$ cat config.mk
export PLATFORM = sky130hd
export DESIGN_NAME = instruction_fetch_unit
export DESIGN_NICKNAME = d
export VERILOG_FILES = /design/src/rtl/instruction_fetch_unit.sv
export SDC_FILE = /design/constraint.sdc
export NUM_CORES = 1
export LEC_CHECK = 0
export ABC_AREA = 1
export CAP_MARGIN = 20
export CORE_MARGIN = 2
export CORE_UTILIZATION = 50
export DETAILED_ROUTE_END_ITERATION = 16
export GPL_TIMING_DRIVEN = 0
export PLACE_DENSITY_LB_ADDON = 0.12
export SYNTH_ARGS = -nofsm -noshare
export SYNTH_HDL_FRONTEND = slang
export SYNTH_SLANG_ARGS = --single-unit
$ cat constraint.sdc
create_clock -name clk -period 9.2 [get_ports clk]
set_input_delay 1.38 -clock clk [delete_from_list [all_inputs] [get_ports clk]]
set_output_delay 1.38 -clock clk [all_outputs]
set_load 0.05 [all_outputs]
$ cat src/rtl/instruction_fetch_unit.sv
`default_nettype none
// ============================================================================
// Module      : instruction_fetch_unit
// Description : Fetch stage for the pipelined core. Holds the program
//               counter and issues one sequential request per cycle to a
//               synchronous, latency-1 instruction memory. Returned words
//               are buffered with their PCs in a circular fetch queue and
//               offered to decode over a valid/ready handshake. A redirect
//               reloads the PC, flushes the queue and discards the
//               in-flight response.
// Ports       :
//   clk            - rising-edge clock
//   reset          - asynchronous, active-low reset
//   imem_req       - fetch request strobe this cycle
//   imem_addr      - fetch address (always equals fetch_pc)
//   imem_rdata     - instruction word, valid the cycle after a request
//   redirect_valid - load redirect_pc and flush fetch state
//   redirect_pc    - redirect target, bits [1:0] forced to 0
//   if_valid       - queue head valid to decode
//   if_ready       - decode accepts the head this cycle
//   if_pc          - PC of the head entry
//   if_instr       - instruction of the head entry
// Revision    : 1.0 - initial release
// ============================================================================
module instruction_fetch_unit #(
  parameter int              XLEN     = 32,
  parameter logic [XLEN-1:0] RESET_PC = '0,
  parameter int              FQ_DEPTH = 4
) (
  input  logic            clk,
  input  logic            reset,
  output logic            imem_req,
  output logic [XLEN-1:0] imem_addr,
  input  logic [XLEN-1:0] imem_rdata,
  input  logic            redirect_valid,
  input  logic [XLEN-1:0] redirect_pc,
  output logic            if_valid,
  input  logic            if_ready,
  output logic [XLEN-1:0] if_pc,
  output logic [XLEN-1:0] if_instr
);

  localparam int CW = $clog2(FQ_DEPTH + 1);
  localparam int PW = $clog2(FQ_DEPTH);

  logic [XLEN-1:0] fetch_pc;
  logic [XLEN-1:0] req_pc;     // PC of the request now in flight
  logic            inflight;
  logic            drop;
  logic [CW-1:0]   count;
  logic [PW-1:0]   rd_ptr;
  logic [PW-1:0]   wr_ptr;
  logic [XLEN-1:0] fq_pc    [FQ_DEPTH];
  logic [XLEN-1:0] fq_instr [FQ_DEPTH];

  logic [CW:0]     occupancy;
  logic            push;
  logic            pop;

  // Slots already committed: stored entries plus the response still on its
  // way. Only registered count is used, so a pop this cycle gives no credit.
  assign occupancy = {1'b0, count} + {{CW{1'b0}}, inflight};

  assign imem_req  = reset & ~redirect_valid & (occupancy < (CW+1)'(FQ_DEPTH));
  assign imem_addr = fetch_pc;

  assign if_valid  = (count != '0);
  assign if_pc     = fq_pc[rd_ptr];
  assign if_instr  = fq_instr[rd_ptr];

  // A redirect discards both the arriving response and the head pop.
  assign push = inflight & ~drop & ~redirect_valid;
  assign pop  = if_valid & if_ready & ~redirect_valid;

  always_ff @(posedge clk or negedge reset) begin
    if (!reset) begin
      fetch_pc <= RESET_PC;
      req_pc   <= RESET_PC;
      inflight <= 1'b0;
      drop     <= 1'b0;
      count    <= '0;
      rd_ptr   <= '0;
      wr_ptr   <= '0;
    end else begin
      inflight <= imem_req;
      if (imem_req) begin
        req_pc <= fetch_pc;
      end

      if (redirect_valid) begin
        fetch_pc <= {redirect_pc[XLEN-1:2], 2'b00};
        drop     <= inflight;
        count    <= '0;
        rd_ptr   <= '0;
        wr_ptr   <= '0;
      end else begin
        drop <= 1'b0;
        if (imem_req) begin
          fetch_pc <= fetch_pc + XLEN'(4);
        end
        if (push) begin
          wr_ptr <= wr_ptr + PW'(1);
        end
        if (pop) begin
          rd_ptr <= rd_ptr + PW'(1);
        end
        case ({push, pop})
          2'b10:   count <= count + CW'(1);
          2'b01:   count <= count - CW'(1);
          default: count <= count;
        endcase
      end
    end
  end

  // Queue storage carries no reset; entries are only observed once counted.
  always_ff @(posedge clk) begin
    if (push) begin
      fq_pc[wr_ptr]    <= req_pc;
      fq_instr[wr_ptr] <= imem_rdata;
    end
  end

endmodule
`default_nettype wire
==> flow_metrics.tcl, run 1 <==
set metrics [dict create \
    dieArea_um2 27100 \
    area_growth_syn_to_layout_pct 24.7 \
    synth_area_um2 12900 \
    slew_headroom 0.513 \
    path_cells "buf_4 -> buf_16 -> nand3_2 -> clkinv_1 -> buf_2 -> clkdlybuf4s50_1" \
    postSynthAreaPerCell_um2 11.7 \
    crit_family "buffers and inverters" \
    ant_nets 0 \
    fillCellCount 2006 \
    worst_clock_skew_ns 0.0196 \
    period_share 0.524 \
    clk_latency_ns 0.55 \
    n_antenna_cell 0 \
    wl_per_cell_um 18.8 \
    gp_congestion 0.957 \
    worstMarginPinSlew_ns 0.730 \
    drt_pass1_iterations 5 \
    dp_hpwl_um 20600 \
    hp-class "register to register" \
    grt.overflow.total 0 \
    grt_use_total 0.231 \
    ys.flop_type "edfxtp_1" \
    worstSetupPathType "input port to output port" \
    worst_setup_path_start_kind "input port" \
    status "finished, final reports clean" \
    leakagePower_uw 0.00584 \
    vias 8999 \
    start_util 0.510 \
    drt-initial-drc-count 778 \
    cts_buffers 31 \
    crit_path_max_fanout 67 \
    grt_antenna_before_repair 0 \
    async_flop_share 0.218 \
    maxCapViolCount 0 \
    detail_route.vias_per_cell 5.43 \
    cp.arrival_ns 3.45 \
    ctsRootBufferMaster "clkbuf_16" \
    max_freq_mhz 207 \
    die_y_um 164 \
    clock-sinks 317 \
    cts_resized 0 \
    final_common_cell "edfxtp_1" \
    placeableCoreArea_um2 25300 \
    synth_edf_count 248 \
    h-tree-depth 1 \
    irDropWorstVdd_mv 0.191 \
    syn_inst 1102 \
    synth_warnings 0 \
    synth.distinct_cells 32 \
    pin_count 166 \
    grt_pass1_wl_um 47700 \
    final-setup-viol-count 0 \
    power.density_nw_per_um2 275 \
    clock_path_buffers 3 \
    post-route-util 0.636 \
    rsz0062_at_grt "no" \
    drive_above_1_share 0.0723 \
    fin_nets 1379 \
    port_buffers 158 \
    total_power_uw 4420 \
    grt_pass1_vias 8755 \
    finalSetupTns_ns 0 \
    endpoint_kind "output port" \
    cp_num_buf_inv 5 \
    cts_tree "built" \
    slowest_delay_ns 0.88 \
    final_cell_mix "edfxtp_1, nor2_1, o21ai_0" \
    required_ns 7.82 \
    synth_seq_area_share 0.712 \
    cpMaxStageDelayCell "clkdlybuf4s50_1" \
    grt_max_degree 68 \
    postRouteWirelength_um 31100 \
    final_hold_viol_count 0 \
    slew_viol_final 0 \
    die_x_um 164 \
    post-cts-setup-buffers 0 \
    drc 0 \
    cts-hold-fix-buffers 0 \
    ys_ff_latch 317 \
    clk_pin_slew_worst_paths_ns 0.06 \
    rows 58 \
    min_period_ns 4.83 \
]
==> report_power, final <==
group          total (uW)  leakage, uW  internal, uW  switching (uW)
sequential           1840      0.00309          1710             125
combinational        1410      0.00229           423             985
clock                1180     0.000460           668             508
total                4420      0.00584          2800            1620
==> worst paths after layout <==
kind / start / endpoint / slack (ns) / depth (start not counted)
setup / recovery: reset / imem_req / 4.37 / 6
hold / removal: inflight$_DFF_PN0_ / drop$_DFF_PN0_ / 0.50 / 2
setup reg to reg: inflight$_DFF_PN0_ / fq_instr[0][26]$_DFFE_PP_ / 6.78 / 6
hold reg to reg: inflight$_DFF_PN0_ / drop$_DFF_PN0_ / 0.50 / 2
max in group asynchronous: reset / req_pc[28]$_DFFE_PN0P_ / 8.00 / 2
min in group asynchronous: reset / count[1]$_DFFE_PN0P_ / 0.63 / 1
==> kinds of logic after synthesis <==
family / synth area share
AO/OA/AOI/OAI: 0.107
buffers and inverters: 0.0414
XOR/XNOR: 0.00408
flip-flops: 0.712
other: 0.000291
adder cells (fa/ha/maj): 0.00641
AND/OR/NAND/NOR: 0.129
==> state kept, by name (all words and copies together), names as in the netlist <==
| signal | count |
|---|---|
| wr_ptr | 2 |
| fq_instr | 128 |
| fq_pc | 120 |
| req_pc | 30 |
| rd_ptr | 2 |
| inflight | 1 |
| count | 3 |
| imem_addr | 30 |
| drop | 1 |
==> layout make-up <==
class | count | area, um^2 | share of cell area
Sequential cell | 317 | 9170 | 0.571
Multi-Input combinational cell | 663 | 3210 | 0.200
Timing Repair Buffer | 167 | 1780 | 0.111
Clock buffer | 41 | 843 | 0.0525
Tap cell | 330 | 413 | 0.0257
Buffer | 60 | 289 | 0.0180
Inverter | 65 | 244 | 0.0152
Clock inverter | 15 | 103 | 0.00639
==> Yosys cell counts (2+ instances only) <==
cell type | number | area (um^2)
clkbuf_1 | 37 | 139
nand2_2 | 2 | 12.5
nand4_1 | 10 | 62.6
a21oi_1 | 4 | 20.0
edfxtp_1 | 248 | 7450
nor2_4 | 4 | 45.0
o21ai_0 | 169 | 846
nor2_1 | 183 | 687
buf_4 | 4 | 30.0
nand3_2 | 3 | 30.0
o21bai_1 | 3 | 22.5
nand3b_1 | 8 | 60.1
buf_2 | 15 | 75.1
xor2_1 | 5 | 43.8
o221ai_1 | 2 | 17.5
o211ai_1 | 8 | 60.1
ha_1 | 5 | 62.6
dfrtp_1 | 69 | 1730
inv_1 | 63 | 236
nor3_1 | 6 | 30.0
nand3_1 | 37 | 185
nand2_1 | 138 | 518
nor2_2 | 4 | 25.0
o21ai_1 | 2 | 10.0
o22ai_1 | 63 | 394
buf_6 | 4 | 45.0
==> worst register-to-register path: cells and delay by family, from the launching register on <==
family | cells | cell delay (ns)
and+or+nand+nor | 2 | 0.90
buffers and inverters | 4 | 0.81
DFF | 1 | 0.37
==> routing by layer <==
layer / wire, um / vias up / track usage
li1: - / 4300 / -
met4: 521 / 0 / 0.0553
met2: 15000 / 318 / 0.388
met3: 1950 / 38 / 0.0331
met5: 0 / - / 0
met1: 13700 / 4343 / 0.322
==> stage by stage <==
| stage | std cells | setup WS (ns) | instance area [um^2] | hold WS (ns) |
|---|---|---|---|---|
| after global routing | 1658 | 4.21 | 16100 | 0.529 |
| after global placement | 1593 | 1.49 | 14900 | 0.483 |
| final | 1658 | 4.37 | 16100 | 0.501 |
| after detailed placement | 1602 | 4.32 | 15100 | 0.487 |
| after CTS | 1658 | 4.32 | 16100 | 0.501 |
| after floorplan | 1105 | 4.16 | 12900 | 0.458 |
No activity file was read; power rests on OpenSTA's default activity.
==> run 2, diff against run 1 <==
Clock period 9.2 ns to 4.67 ns, I/O delays scaled along.
==> flow_metrics.tcl, run 2 (same netlist as run 1, synthesis figures left out) <==
set metrics [dict create \
    fin_hold_ws_ns 0.494 \
    dp_hpwl_um 20600 \
    worstSetupPathType "input port to output port" \
    grt.overflow.total 0 \
    post-cts-setup-buffers 0 \
    worstMarginPinSlew_ns 0.728 \
    slew_viol_final 0 \
    clk_pin_slew_worst_paths_ns 0.06 \
    die_y_um 164 \
    irDropWorstVdd_mv 0.377 \
    leakagePower_uw 0.00584 \
    grt_antenna_before_repair 0 \
    hp-class "input port to async pin" \
    multi_input_area_um2 3210 \
    grt_pass1_wl_um 47700 \
    finalNonFillerCells 1659 \
    detail_route.vias_per_cell 5.42 \
    port_buffers 158 \
    vias 8991 \
    worst_setup_path_start_kind "input port" \
    pin_count 166 \
    grt_use_total 0.231 \
    drt_pass1_iterations 4 \
    worst_clock_skew_ns 0.0188 \
    cpMaxStageDelayCell "clkdlybuf4s50_1" \
    power.density_nw_per_um2 542 \
    crit_family "buffers and inverters" \
    drc 0 \
    crit_path_max_fanout 67 \
    ctsRootBufferMaster "clkbuf_16" \
    max_freq_mhz 249 \
    ant_nets 0 \
    dpl.cell_count 1602 \
    final_cell_mix "edfxtp_1, nor2_1, o21ai_0" \
    fillCellCount 2005 \
    grt_pass1_vias 8761 \
    min_period_ns 4.01 \
    post-route-util 0.636 \
    postRouteWirelength_um 31000 \
    maxCapViolCount 0 \
    period_share 0.859 \
    top_regs "fq_instr: 128 flops, fq_pc: 120 flops" \
    cts_tree "built" \
    die_x_um 164 \
    gp_congestion 0.957 \
    h-tree-depth 1 \
    final_common_cell "edfxtp_1" \
    drt-initial-drc-count 745 \
    slowest_delay_ns 0.88 \
    cts_buffers 31 \
    required_ns 3.97 \
    clk_latency_ns 0.55 \
    status "finished, final reports clean" \
    slew_headroom 0.513 \
    place_area_um2 15100 \
    cp_num_buf_inv 6 \
    seq_area_um2 9170 \
    clock_path_buffers 3 \
    final_hold_viol_count 0 \
    drive_above_1_share 0.0722 \
    placeableCoreArea_um2 25300 \
    rows 58 \
    dieArea_um2 27100 \
    area_growth_syn_to_layout_pct 24.8 \
    rsz0062_at_grt "no" \
    final_area_um2 16100 \
    clock-sinks 317 \
    fin_nets 1380 \
    cp.arrival_ns 3.31 \
    top_register "fq_instr" \
    endpoint_kind "output port" \
    n_antenna_cell 0 \
    start_util 0.510 \
    largest_register_ffs 128 \
    wl_per_cell_um 18.7 \
    path_cells "dlygate4sd3_1 -> buf_4 -> buf_16 -> nand3_2 -> clkinv_1 -> buf_2 -> clkdlybuf4s50_1" \
    final-setup-viol-count 0 \
    grt_max_degree 68 \
]
[run 2: changes by cell type in the layout (fill, tap and decap cells not counted), sizes merged]
cell	change
dlygate4sd3	+1
[run 2: final cells by class]
type	instances	area share
Buffer	60	0.0180
Clock buffer	41	0.0525
Clock inverter	15	0.00638
Inverter	65	0.0152
Multi-Input combinational cell	663	0.200
Sequential cell	317	0.571
Tap cell	330	0.0257
Timing Repair Buffer	168	0.111
[run 2: where the power goes]
part / internal, uW / total (uW) / switching [uW]
logic: 834 / 2770 / 1940
clock network: 1320 / 2320 / 999
registers: 3370 / 3620 / 246
total: 5520 / 8710 / 3180
[run 2: worst paths after layout]
path / end / depth (start not counted) / slack [ns] / startpoint
worst min-delay path: count[1]$_DFFE_PN0P_ / 2 / 0.49 / reset
min in group clk: drop$_DFF_PN0_ / 2 / 0.50 / inflight$_DFF_PN0_
worst max-delay path: imem_req / 7 / 0.66 / reset
worst min register to register: drop$_DFF_PN0_ / 2 / 0.50 / inflight$_DFF_PN0_
max in group asynchronous: req_pc[28]$_DFFE_PN0P_ / 3 / 3.61 / reset
worst max register to register: fq_instr[0][26]$_DFFE_PP_ / 6 / 2.25 / inflight$_DFF_PN0_
[run 2: what timing repair did]
| action | CTS | global route |
|---|---|---|
| gates resized for setup | 0 | 0 |
| hold buffers | 1 | 0 |
| endpoints found under the hold margin | 3 | 0 |
[run 2: per-layer routing]
metal / vias up / share of wire / track usage
met3: 38 / 0.067 / 0.0331
li1: 4303 / - / -
met5: - / 0 / 0
met4: 0 / 0.017 / 0.0553
met2: 329 / 0.48 / 0.388
met1: 4321 / 0.43 / 0.322
[run 2: through the flow]
| step | TNS, ns | setup slack, ns | power [uW] |
|---|---|---|---|
| 2_1_floorplan | 0 | 0.309 | 5380 |
| 3_3_place_gp | -437.41 | -1.78 | 6410 |
| 3_5_place_dp | 0 | 1.15 | 6450 |
| 4_1_cts | 0 | 0.606 | 8770 |
| 5_1_grt | 0 | 0.478 | 9090 |
| 6_report | 0 | 0.657 | 8710 |
